<file path="src/rtl/kernel_result_monitor_if.sv">
// Result channel between the kernel's out0 port and kernel_result_monitor.
// master: the kernel side (drives data/valid). slave: the monitor (drives ready).
interface kernel_result_monitor_if #(
  parameter int DATA_W = 10
);
  logic [DATA_W-1:0] in_data;
  logic              in_valid;
  logic              in_ready;

  modport master (
    output in_data,
    output in_valid,
    input  in_ready
  );

  modport slave (
    input  in_data,
    input  in_valid,
    output in_ready
  );
endinterface

</file>
<file path="src/rtl/kernel_result_monitor.sv">
// kernel_result_monitor: terminal stage of the single-shot kernel.
// Detects the start handshake and accepts exactly one result token.
// Measures the start-to-result latency in cycles.
// Flags early and extra tokens, and times out if no result arrives.
// Optional feature macro: MONITOR_BP_LFSR_EN adds pseudo-random
// backpressure in RUN, driven by an 8-bit LFSR and gated by bp_en.
module kernel_result_monitor #(
  parameter int DATA_W  = 10,
  parameter int CNT_W   = 32,
  parameter int TIMEOUT = 4096
) (
  input  logic                   clk,
  input  logic                   rst,
  input  logic                   start_fire,
  input  logic                   soft_clr,
  input  logic                   bp_en,
  kernel_result_monitor_if.slave bus,
  output logic [DATA_W-1:0]      result,
  output logic [CNT_W-1:0]       latency,
  output logic                   done,
  output logic                   timeout,
  output logic                   err_early,
  output logic                   err_extra
);

  localparam logic [CNT_W-1:0] TIMEOUT_C = CNT_W'(TIMEOUT);
  localparam logic [CNT_W-1:0] ONE_C     = CNT_W'(1);

  typedef enum logic [1:0] {
    ST_IDLE,
    ST_RUN,
    ST_DONE,
    ST_TOUT
  } state_t;

  state_t           state;
  logic [CNT_W-1:0] lat_cnt;
  logic             accept;

`ifdef MONITOR_BP_LFSR_EN
  logic [7:0] lfsr;

  // Fibonacci LFSR x^8+x^6+x^5+x^4+1; only rst reseeds it, soft_clr does not.
  always_ff @(posedge clk) begin
    if (rst) begin
      lfsr <= 8'hA5;
    end else begin
      lfsr <= {lfsr[6:0], lfsr[7] ^ lfsr[5] ^ lfsr[4] ^ lfsr[3]};
    end
  end

  // Ready depends only on registered state and the LFSR; backpressure applies in RUN only.
  always_comb begin
    bus.in_ready = 1'b1;
    if (state == ST_RUN) begin
      bus.in_ready = ~bp_en | lfsr[0];
    end
  end
`else
  logic unused_bp_en;
  assign unused_bp_en = bp_en;

  // Ready is held high in every state when backpressure is not built in.
  always_comb begin
    bus.in_ready = 1'b1;
  end
`endif

  assign accept = bus.in_valid & bus.in_ready;

  // Main FSM with registered outputs; soft_clr drops any token accepted in the same cycle.
  always_ff @(posedge clk) begin
    if (rst || soft_clr) begin
      state     <= ST_IDLE;
      result    <= '0;
      latency   <= '0;
      lat_cnt   <= '0;
      done      <= 1'b0;
      timeout   <= 1'b0;
      err_early <= 1'b0;
      err_extra <= 1'b0;
    end else begin
      case (state)
        ST_IDLE: begin
          if (start_fire && accept) begin
            result  <= bus.in_data;
            latency <= '0;
            done    <= 1'b1;
            state   <= ST_DONE;
          end else if (start_fire) begin
            lat_cnt <= ONE_C;
            state   <= ST_RUN;
          end else if (accept) begin
            err_early <= 1'b1;
          end
        end
        ST_RUN: begin
          // An acceptance on the TIMEOUT cycle takes priority over the timeout.
          if (accept) begin
            result  <= bus.in_data;
            latency <= lat_cnt;
            done    <= 1'b1;
            state   <= ST_DONE;
          end else if (lat_cnt == TIMEOUT_C) begin
            timeout <= 1'b1;
            state   <= ST_TOUT;
          end else begin
            lat_cnt <= lat_cnt + ONE_C;
          end
        end
        ST_DONE: begin
          if (accept) begin
            err_extra <= 1'b1;
          end
        end
        ST_TOUT: begin
          if (accept) begin
            result    <= bus.in_data;
            err_extra <= 1'b1;
          end
        end
        default: begin
          state <= ST_IDLE;
        end
      endcase
    end
  end

endmodule

</file>
<file path="src/flat_wrapper.sv">
// flat-port wrapper written by rule: the top's interface ports become plain ports
module kernel_result_monitor_flat 
#(
  parameter int DATA_W  = 10,
  parameter int CNT_W   = 32,
  parameter int TIMEOUT = 4096
)
  (clk, rst, start_fire, soft_clr, bp_en, result, latency, done, timeout, err_early, err_extra, bus_in_data, bus_in_valid, bus_in_ready);
  kernel_result_monitor_if #(.DATA_W(DATA_W)) bus_i ();
  input  logic clk;
  input  logic rst;
  input  logic start_fire;
  input  logic soft_clr;
  input  logic bp_en;
  output logic [DATA_W-1:0] result;
  output logic [CNT_W-1:0] latency;
  output logic done;
  output logic timeout;
  output logic err_early;
  output logic err_extra;
  input wire logic [$bits(bus_i.in_data)-1:0] bus_in_data;
  input wire logic [$bits(bus_i.in_valid)-1:0] bus_in_valid;
  output wire logic [$bits(bus_i.in_ready)-1:0] bus_in_ready;
  assign bus_i.in_data = bus_in_data;
  assign bus_i.in_valid = bus_in_valid;
  assign bus_in_ready = bus_i.in_ready;
  kernel_result_monitor #(.DATA_W(DATA_W), .CNT_W(CNT_W), .TIMEOUT(TIMEOUT)) u_core (.clk(clk), .rst(rst), .start_fire(start_fire), .soft_clr(soft_clr), .bp_en(bp_en), .bus(bus_i), .result(result), .latency(latency), .done(done), .timeout(timeout), .err_early(err_early), .err_extra(err_extra));
endmodule
</file>
<file path="config.mk">
export PLATFORM = sky130hd
export DESIGN_NAME = kernel_result_monitor_flat
export DESIGN_NICKNAME = d
export VERILOG_FILES = /design/src/rtl/kernel_result_monitor_if.sv /design/src/rtl/kernel_result_monitor.sv /design/src/flat_wrapper.sv
export SDC_FILE = /design/constraint.sdc
export NUM_CORES = 1
export LEC_CHECK = 0
export CORE_MARGIN = 5
export CORE_UTILIZATION = 23
export DETAILED_ROUTE_END_ITERATION = 6
export PLACE_DENSITY = 0.38
export REMOVE_ABC_BUFFERS = 1
export SLEW_MARGIN = 10
export SYNTH_ARGS = -nofsm -noshare
export SYNTH_HDL_FRONTEND = slang
export SYNTH_SLANG_ARGS = --single-unit
export TNS_END_PERCENT = 20
</file>
<file path="constraint.sdc">
create_clock -name clk -period 4 [get_ports clk]
set_input_delay 0.4 -clock clk [delete_from_list [all_inputs] [get_ports clk]]
set_output_delay 0.4 -clock clk [all_outputs]
set_load 0.02 [all_outputs]
</file>
==> results of run 1 <==
==> placed cells by master (no fill, tap or decap), types with 3 or more instances in the layout <==
cell type | netlist | routed
nor4_1 | 7 | 7
clkbuf_1 | 25 | 4
a41oi_1 | 4 | 4
nand2_1 | 55 | 55
inv_1 | 5 | 5
or4_1 | 6 | 6
nand3_1 | 44 | 44
o21ai_0 | 11 | 10
a2bb2oi_1 | 3 | 3
dfxtp_1 | 80 | 80
buf_4 | 2 | 6
a31oi_1 | 8 | 8
nor2_1 | 37 | 37
a21oi_1 | 52 | 52
o211ai_1 | 7 | 7
and4_2 | 3 | 3
clkdlybuf4s50_1 | 0 | 60
nand4_1 | 8 | 8
mux2i_1 | 10 | 10
clkbuf_16 | 0 | 9
nor3_1 | 7 | 7
o21ai_1 | 4 | 4
o31ai_2 | 3 | 3
==> area by class of cell <==
type / count / share of cell area
inverters: 5 / 0.00412
well taps: 188 / 0.0516
flip-flops and latches: 80 / 0.351
multi-input cells: 311 / 0.393
clock buffers: 15 / 0.0587
repair buffers: 66 / 0.142
==> cells in the mapped netlist, types with 4 or more instances <==
library cell,n
o21ai_1,4
nor2_1,37
nand3_1,44
nand2_1,55
a21oi_1,52
o211ai_1,7
clkbuf_1,25
nor2b_1,4
nor3_1,7
nor4_1,7
nand4_1,8
or4_1,6
inv_1,5
dfxtp_1,80
mux2i_1,10
o21ai_0,11
buf_2,6
a41oi_1,4
a31oi_1,8
==> metrics by stage <==
| step | util | instances | setup slack, ns | total power, mW | area, um^2 |
|---|---|---|---|---|---|
| global route | 0.300 | 665 | 0.971 | 1.76 | 4560 |
| finish | 0.300 | 665 | 1.28 | 1.68 | 4560 |
| CTS | 0.300 | 665 | 1.21 | 1.72 | 4560 |
| floorplan | - | 396 | 1.01 | 0.876 | 3400 |
| detailed placement | 0.282 | 650 | 1.20 | 0.927 | 4290 |
| global placement | 0.282 | 650 | 1.18 | 0.927 | 4290 |
==> metal layers <==
layer / GRT usage / vias to the layer above / share of wire
met5: 0 / - / 0
met4: 0.0560 / 0 / 0.029
met3: 0.0380 / 21 / 0.060
met2: 0.194 / 87 / 0.46
met1: 0.149 / 1496 / 0.45
li1: - / 1627 / -
==> worst max-delay path, delay by kind of cell (launching register included) <==
family	cells	cell delay, ns
AND/OR/NAND/NOR	2	0.88
flip-flops	1	0.36
AO/OA/AOI/OAI	3	1.40
==> flip-flops by register name, summed over array words and instances, names as in the netlist <==
signal and count:
u_core.state 2, u_core.done 1, u_core.timeout 1, u_core.latency 32, u_core.err_extra 1, u_core.result 10
u_core.err_early 1, u_core.lat_cnt 32
==> path summary, 6_finish.rpt <==
kind	start	slack, ns	cells after the start	to
max	u_core.lat_cnt[16]	1.28	5	u_core.lat_cnt[30]
min	u_core.latency[29]	0.45	2	u_core.latency[29]
max reg2reg	u_core.lat_cnt[16]	1.28	5	u_core.lat_cnt[30]
min reg2reg	u_core.latency[29]	0.45	2	u_core.latency[29]
==> report_power, final <==
group | total [mW] | switching, mW | internal (mW) | leakage (nW)
combinational | 0.102 | 0.0646 | 0.0371 | 0.715
sequential | 0.806 | 0.00415 | 0.801 | 0.645
clock | 0.768 | 0.316 | 0.452 | 0.130
==> kinds of logic after synthesis <==
group / count (synthesis)
buf+inv: 41
flops: 80
simple gates: 188
other cells: 1
fa+ha+maj: 2
mux: 10
compound gates: 106
xor+xnor: 4
==> results.sh, run 1 <==
export IMPL_cpMaxStageDelayCell="o31ai_2"
export IMPL_holdBufCountCts=0
export IMPL_yosys_area_share_simple=0.269
export IMPL_cp_arrival_ns=3.00
export IMPL_maxSlewViolCount=0
export IMPL_fin_crit_sh=0.679
export IMPL_synthDominantCellAreaShare=0.448
export IMPL_worstMarginPinSlew_ns=1.12
export IMPL_synth_edf_count=0
export IMPL_startpoint_type="register"
export IMPL_io_buffers=60
export IMPL_antenna_cells=0
export IMPL_cp_data_required_time_ns=4.28
export IMPL_layout_area_overhead_vs_synth_pct=27.6
export IMPL_path_class="reg2reg"
export IMPL_first_iter_violations=295
export IMPL_dieArea_um2=18100
export IMPL_path_clk_slew_ns=0.06
export IMPL_synth_area_leaders="dfxtp_1 45%, a21oi_1 7.3%, nand3_1 6.2%, nand2_1 5.8%, nor2_1 3.9%"
export IMPL_synth_compound_area_share=0.183
export IMPL_first_global_vias=3337
export IMPL_die_x_um=135
export IMPL_ys_async_sr_fraction=0
export IMPL_clk_path_buf_depth=2
export IMPL_fmax_mhz=368
export IMPL_cp_max_fo=14
export IMPL_rsz0062_at_grt="no"
export IMPL_drive_above_1_share=0.0692
export IMPL_cts_setup_buffers=0
export IMPL_cts_root_buf="clkbuf_16"
export IMPL_drt_wirelength_per_cell_um=15.8
export IMPL_gp_congestion=0.783
export IMPL_fp_row_count=45
export IMPL_fin_nets=491
export IMPL_core_area_um2=15200
export IMPL_ys_ff_latch=80
export IMPL_synthCells=432
export IMPL_grt_pass1_wl_um=17600
export IMPL_worstPathCellList="nor4_1 -> nand4_1 -> o31ai_2 -> o21ba_1 -> o21ai_1"
export IMPL_viasPerCell=4.86
export IMPL_initial_utilization=0.235
export IMPL_cts_tree="done"
export IMPL_num_vias=3231
export IMPL_slew_headroom=0.246
export IMPL_numCtsBuffers=9
export IMPL_hp_class="reg2reg"
export IMPL_grt_max_degree=50
export IMPL_cp_end_kind="register"
export IMPL_clkSinkCount=80
export IMPL_yosysTopAreaCell="dfxtp_1"
export IMPL_powerDensity_nw_per_um2=368
export IMPL_post_route_min_period_ns=2.72
export IMPL_synth_top_family_by_area="simple AND/OR/NAND/NOR gates"
export IMPL_ys_warn_count=0
export IMPL_finalSetupViolCount=0
export IMPL_status="finished clean"
export IMPL_seq_area_frac_synth=0.448
export IMPL_skew_ns=0.00424
export IMPL_multiInputGateArea_um2=1790
export IMPL_hold_ws_ns=0.449
export IMPL_place_hpwl_um=7080
export IMPL_num_fill_cells=1626
export IMPL_cap_violations=0
export IMPL_avgSynthCellArea_um2=8.27
export IMPL_synth_area_mux_share=0.0280
export IMPL_yosysUniqueCellTypes=53
export IMPL_track_usage=0.121
export IMPL_drt_first_pass_iters=4
export IMPL_tns_ns=0
export IMPL_ir_worst_vdd_mv=0.176
export IMPL_cts_max_level=3
export IMPL_synth_xor_area_share=0.00980
export IMPL_clk_insertion_delay_late_ns=0.34
export IMPL_cts_resized=0
export IMPL_antenna_found_initial=0
export IMPL_grt_overflow_total=0
export IMPL_p_leak_nw=1.49
export IMPL_synthesis_area_um2=3570
export IMPL_ff_latch_area_um2=1600
export IMPL_ys_flop_type="dfxtp_1"
export IMPL_drc=0
export IMPL_crit_path_max_incr_delay_ns=1.05
export IMPL_die_h_um=135
export IMPL_wirelength_um=10500
export IMPL_hold_violations=0
export IMPL_ant_nets=0
export IMPL_io_pins=63
export IMPL_synthAdderAreaFrac=0.00700
(Power assumes the default switching activity.)
==> inputs of run 2 (changes only) <==
==> constraint.sdc (replaced) <==
create_clock -name clk -period 2.7 [get_ports clk]
set_input_delay 0.27 -clock clk [delete_from_list [all_inputs] [get_ports clk]]
set_output_delay 0.27 -clock clk [all_outputs]
set_load 0.02 [all_outputs]
==> run 2 against run 1 <==
Effect of this change: register-to-register slack worse by 0.83 ns; worst setup slack worse by 0.83 ns; clock power is 60% higher; via count is 0.65% higher; sequential share of layout area is 0.78 points lower.
==> results.sh, run 2 (synthesis results as in run 1) <==
export IMPL_num_fill_cells=1639
export IMPL_layout_area_overhead_vs_synth_pct=30.5
export IMPL_rsz0062_at_grt="no"
export IMPL_grt_max_degree=50
export IMPL_cp_max_fo=7
export IMPL_wirelength_um=10600
export IMPL_drt_first_pass_iters=5
export IMPL_die_h_um=135
export IMPL_fin_crit_sh=0.831
export IMPL_startpoint_type="register"
export IMPL_cts_max_level=3
export IMPL_drc=0
export IMPL_p_leak_nw=1.56
export IMPL_fin_nets=500
export IMPL_maxSlewViolCount=0
export IMPL_fp_row_count=45
export IMPL_hp_class="reg2reg"
export IMPL_final_cell_mix="80 x dfxtp_1, 60 x clkdlybuf4s50_1, 55 x nand2_1"
export IMPL_clk_path_buf_depth=2
export IMPL_drive_above_1_share=0.0965
export IMPL_grt_overflow_total=0
export IMPL_post_route_min_period_ns=2.24
export IMPL_numCtsBuffers=9
export IMPL_die_x_um=135
export IMPL_track_usage=0.122
export IMPL_cap_violations=0
export IMPL_clkSinkCount=80
export IMPL_cp_data_required_time_ns=2.94
export IMPL_initial_utilization=0.235
export IMPL_hold_violations=0
export IMPL_status="finished clean"
export IMPL_slew_headroom=0.494
export IMPL_antenna_found_initial=0
export IMPL_path_clk_slew_ns=0.06
export IMPL_antenna_cells=0
export IMPL_worstPathCellList="inv_1 -> ha_1 -> nor4b_2 -> nand4_1 -> o31ai_2 -> buf_4 -> nor2_1 -> o22a_1"
export IMPL_place_hpwl_um=7280
export IMPL_worstMarginPinSlew_ns=0.759
export IMPL_dieArea_um2=18100
export IMPL_io_pins=63
export IMPL_finalSetupViolCount=0
export IMPL_drt_wirelength_per_cell_um=15.7
export IMPL_final_common_cell="dfxtp_1"
export IMPL_first_global_vias=3288
export IMPL_fmax_mhz=445
export IMPL_holdBufCountCts=0
export IMPL_core_area_um2=15200
export IMPL_first_iter_violations=182
export IMPL_cp_end_kind="register"
export IMPL_final_cells=675
export IMPL_cts_setup_buffers=0
export IMPL_grt_pass1_wl_um=17600
export IMPL_reg_top3="u_core.lat_cnt x32, u_core.latency x32, u_core.result x10"
export IMPL_gp_congestion=0.810
export IMPL_cpMaxStageDelayCell="o31ai_2"
export IMPL_skew_ns=0.00812
export IMPL_hold_ws_ns=0.447
export IMPL_cp_arrival_ns=2.48
export IMPL_dp_cells=659
export IMPL_path_class="reg2reg"
export IMPL_ir_worst_vdd_mv=0.259
export IMPL_num_vias=3252
export IMPL_cts_tree="done"
export IMPL_io_buffers=60
export IMPL_cts_resized=0
export IMPL_ant_nets=0
export IMPL_clk_insertion_delay_late_ns=0.34
export IMPL_cts_root_buf="clkbuf_16"
export IMPL_powerDensity_nw_per_um2=554
export IMPL_crit_path_max_incr_delay_ns=0.47
export IMPL_viasPerCell=4.82
-- run 2: cell count changes in the layout (fill, tap and decap cells not counted), sizes merged --
cell,change
buf,+9
clkbuf,-1
clkinv,+2
-- run 2: area by class of cell --
cell class | instances | area, um^2 | share of cell area
clock inverter | 2 | 10.0 | 0.00215
multi-input combinational | 311 | 1790 | 0.384
tap | 188 | 235 | 0.0505
sequential | 80 | 1600 | 0.344
clock buffer | 14 | 294 | 0.0631
inverter | 5 | 18.8 | 0.00403
timing repair buffer | 75 | 713 | 0.153
-- run 2: worst paths after layout --
| kind | startpoint | endpoint | slack (ns) | depth (start not counted) |
|---|---|---|---|---|
| max | u_core.lat_cnt[0] | u_core.lat_cnt[21] | 0.46 | 8 |
| min reg2reg | u_core.latency[27] | u_core.latency[27] | 0.45 | 2 |
| min | u_core.latency[27] | u_core.latency[27] | 0.45 | 2 |
| max reg2reg | u_core.lat_cnt[0] | u_core.lat_cnt[21] | 0.46 | 8 |
-- run 2: worst max-delay path: cells and delay by family, from the launching register on --
family,cells,cell delay (ns)
AOI/OAI and AO/OA,2,0.63
DFF,1,0.35
adders and majority gates,1,0.17
buffers and inverters,2,0.34
and+or+nand+nor,3,0.64
-- run 2: metrics by stage --
step	setup TNS, ns	setup WS [ns]	total power [mW]	utilization	cell area (um^2)
after global routing	0	0.275	2.71	0.307	4660
final	0	0.455	2.58	0.307	4660
after detailed placement	0	0.440	1.38	0.287	4360
after CTS	0	0.436	2.65	0.307	4660
after floorplan	-2.52	-0.291	1.30	-	3400
after global placement	0	0.470	1.38	0.287	4360
-- run 2: power by group --
| part | leakage (nW) | internal, mW | switching, mW |
|---|---|---|---|
| logic | 0.758 | 0.0619 | 0.0984 |
| registers | 0.645 | 1.19 | 0.00598 |
| clock network | 0.155 | 0.746 | 0.483 |
| total | 1.56 | 1.99 | 0.587 |
-- run 2: routing by layer --
metal,wire length (um),vias to the layer above,share of wire,global-route usage
met4,224,0,0.021,0.0458
li1,-,1654,-,-
met1,4860,1495,0.46,0.148
met5,0,-,0,0
met3,692,18,0.065,0.0496
met2,4810,85,0.45,0.194
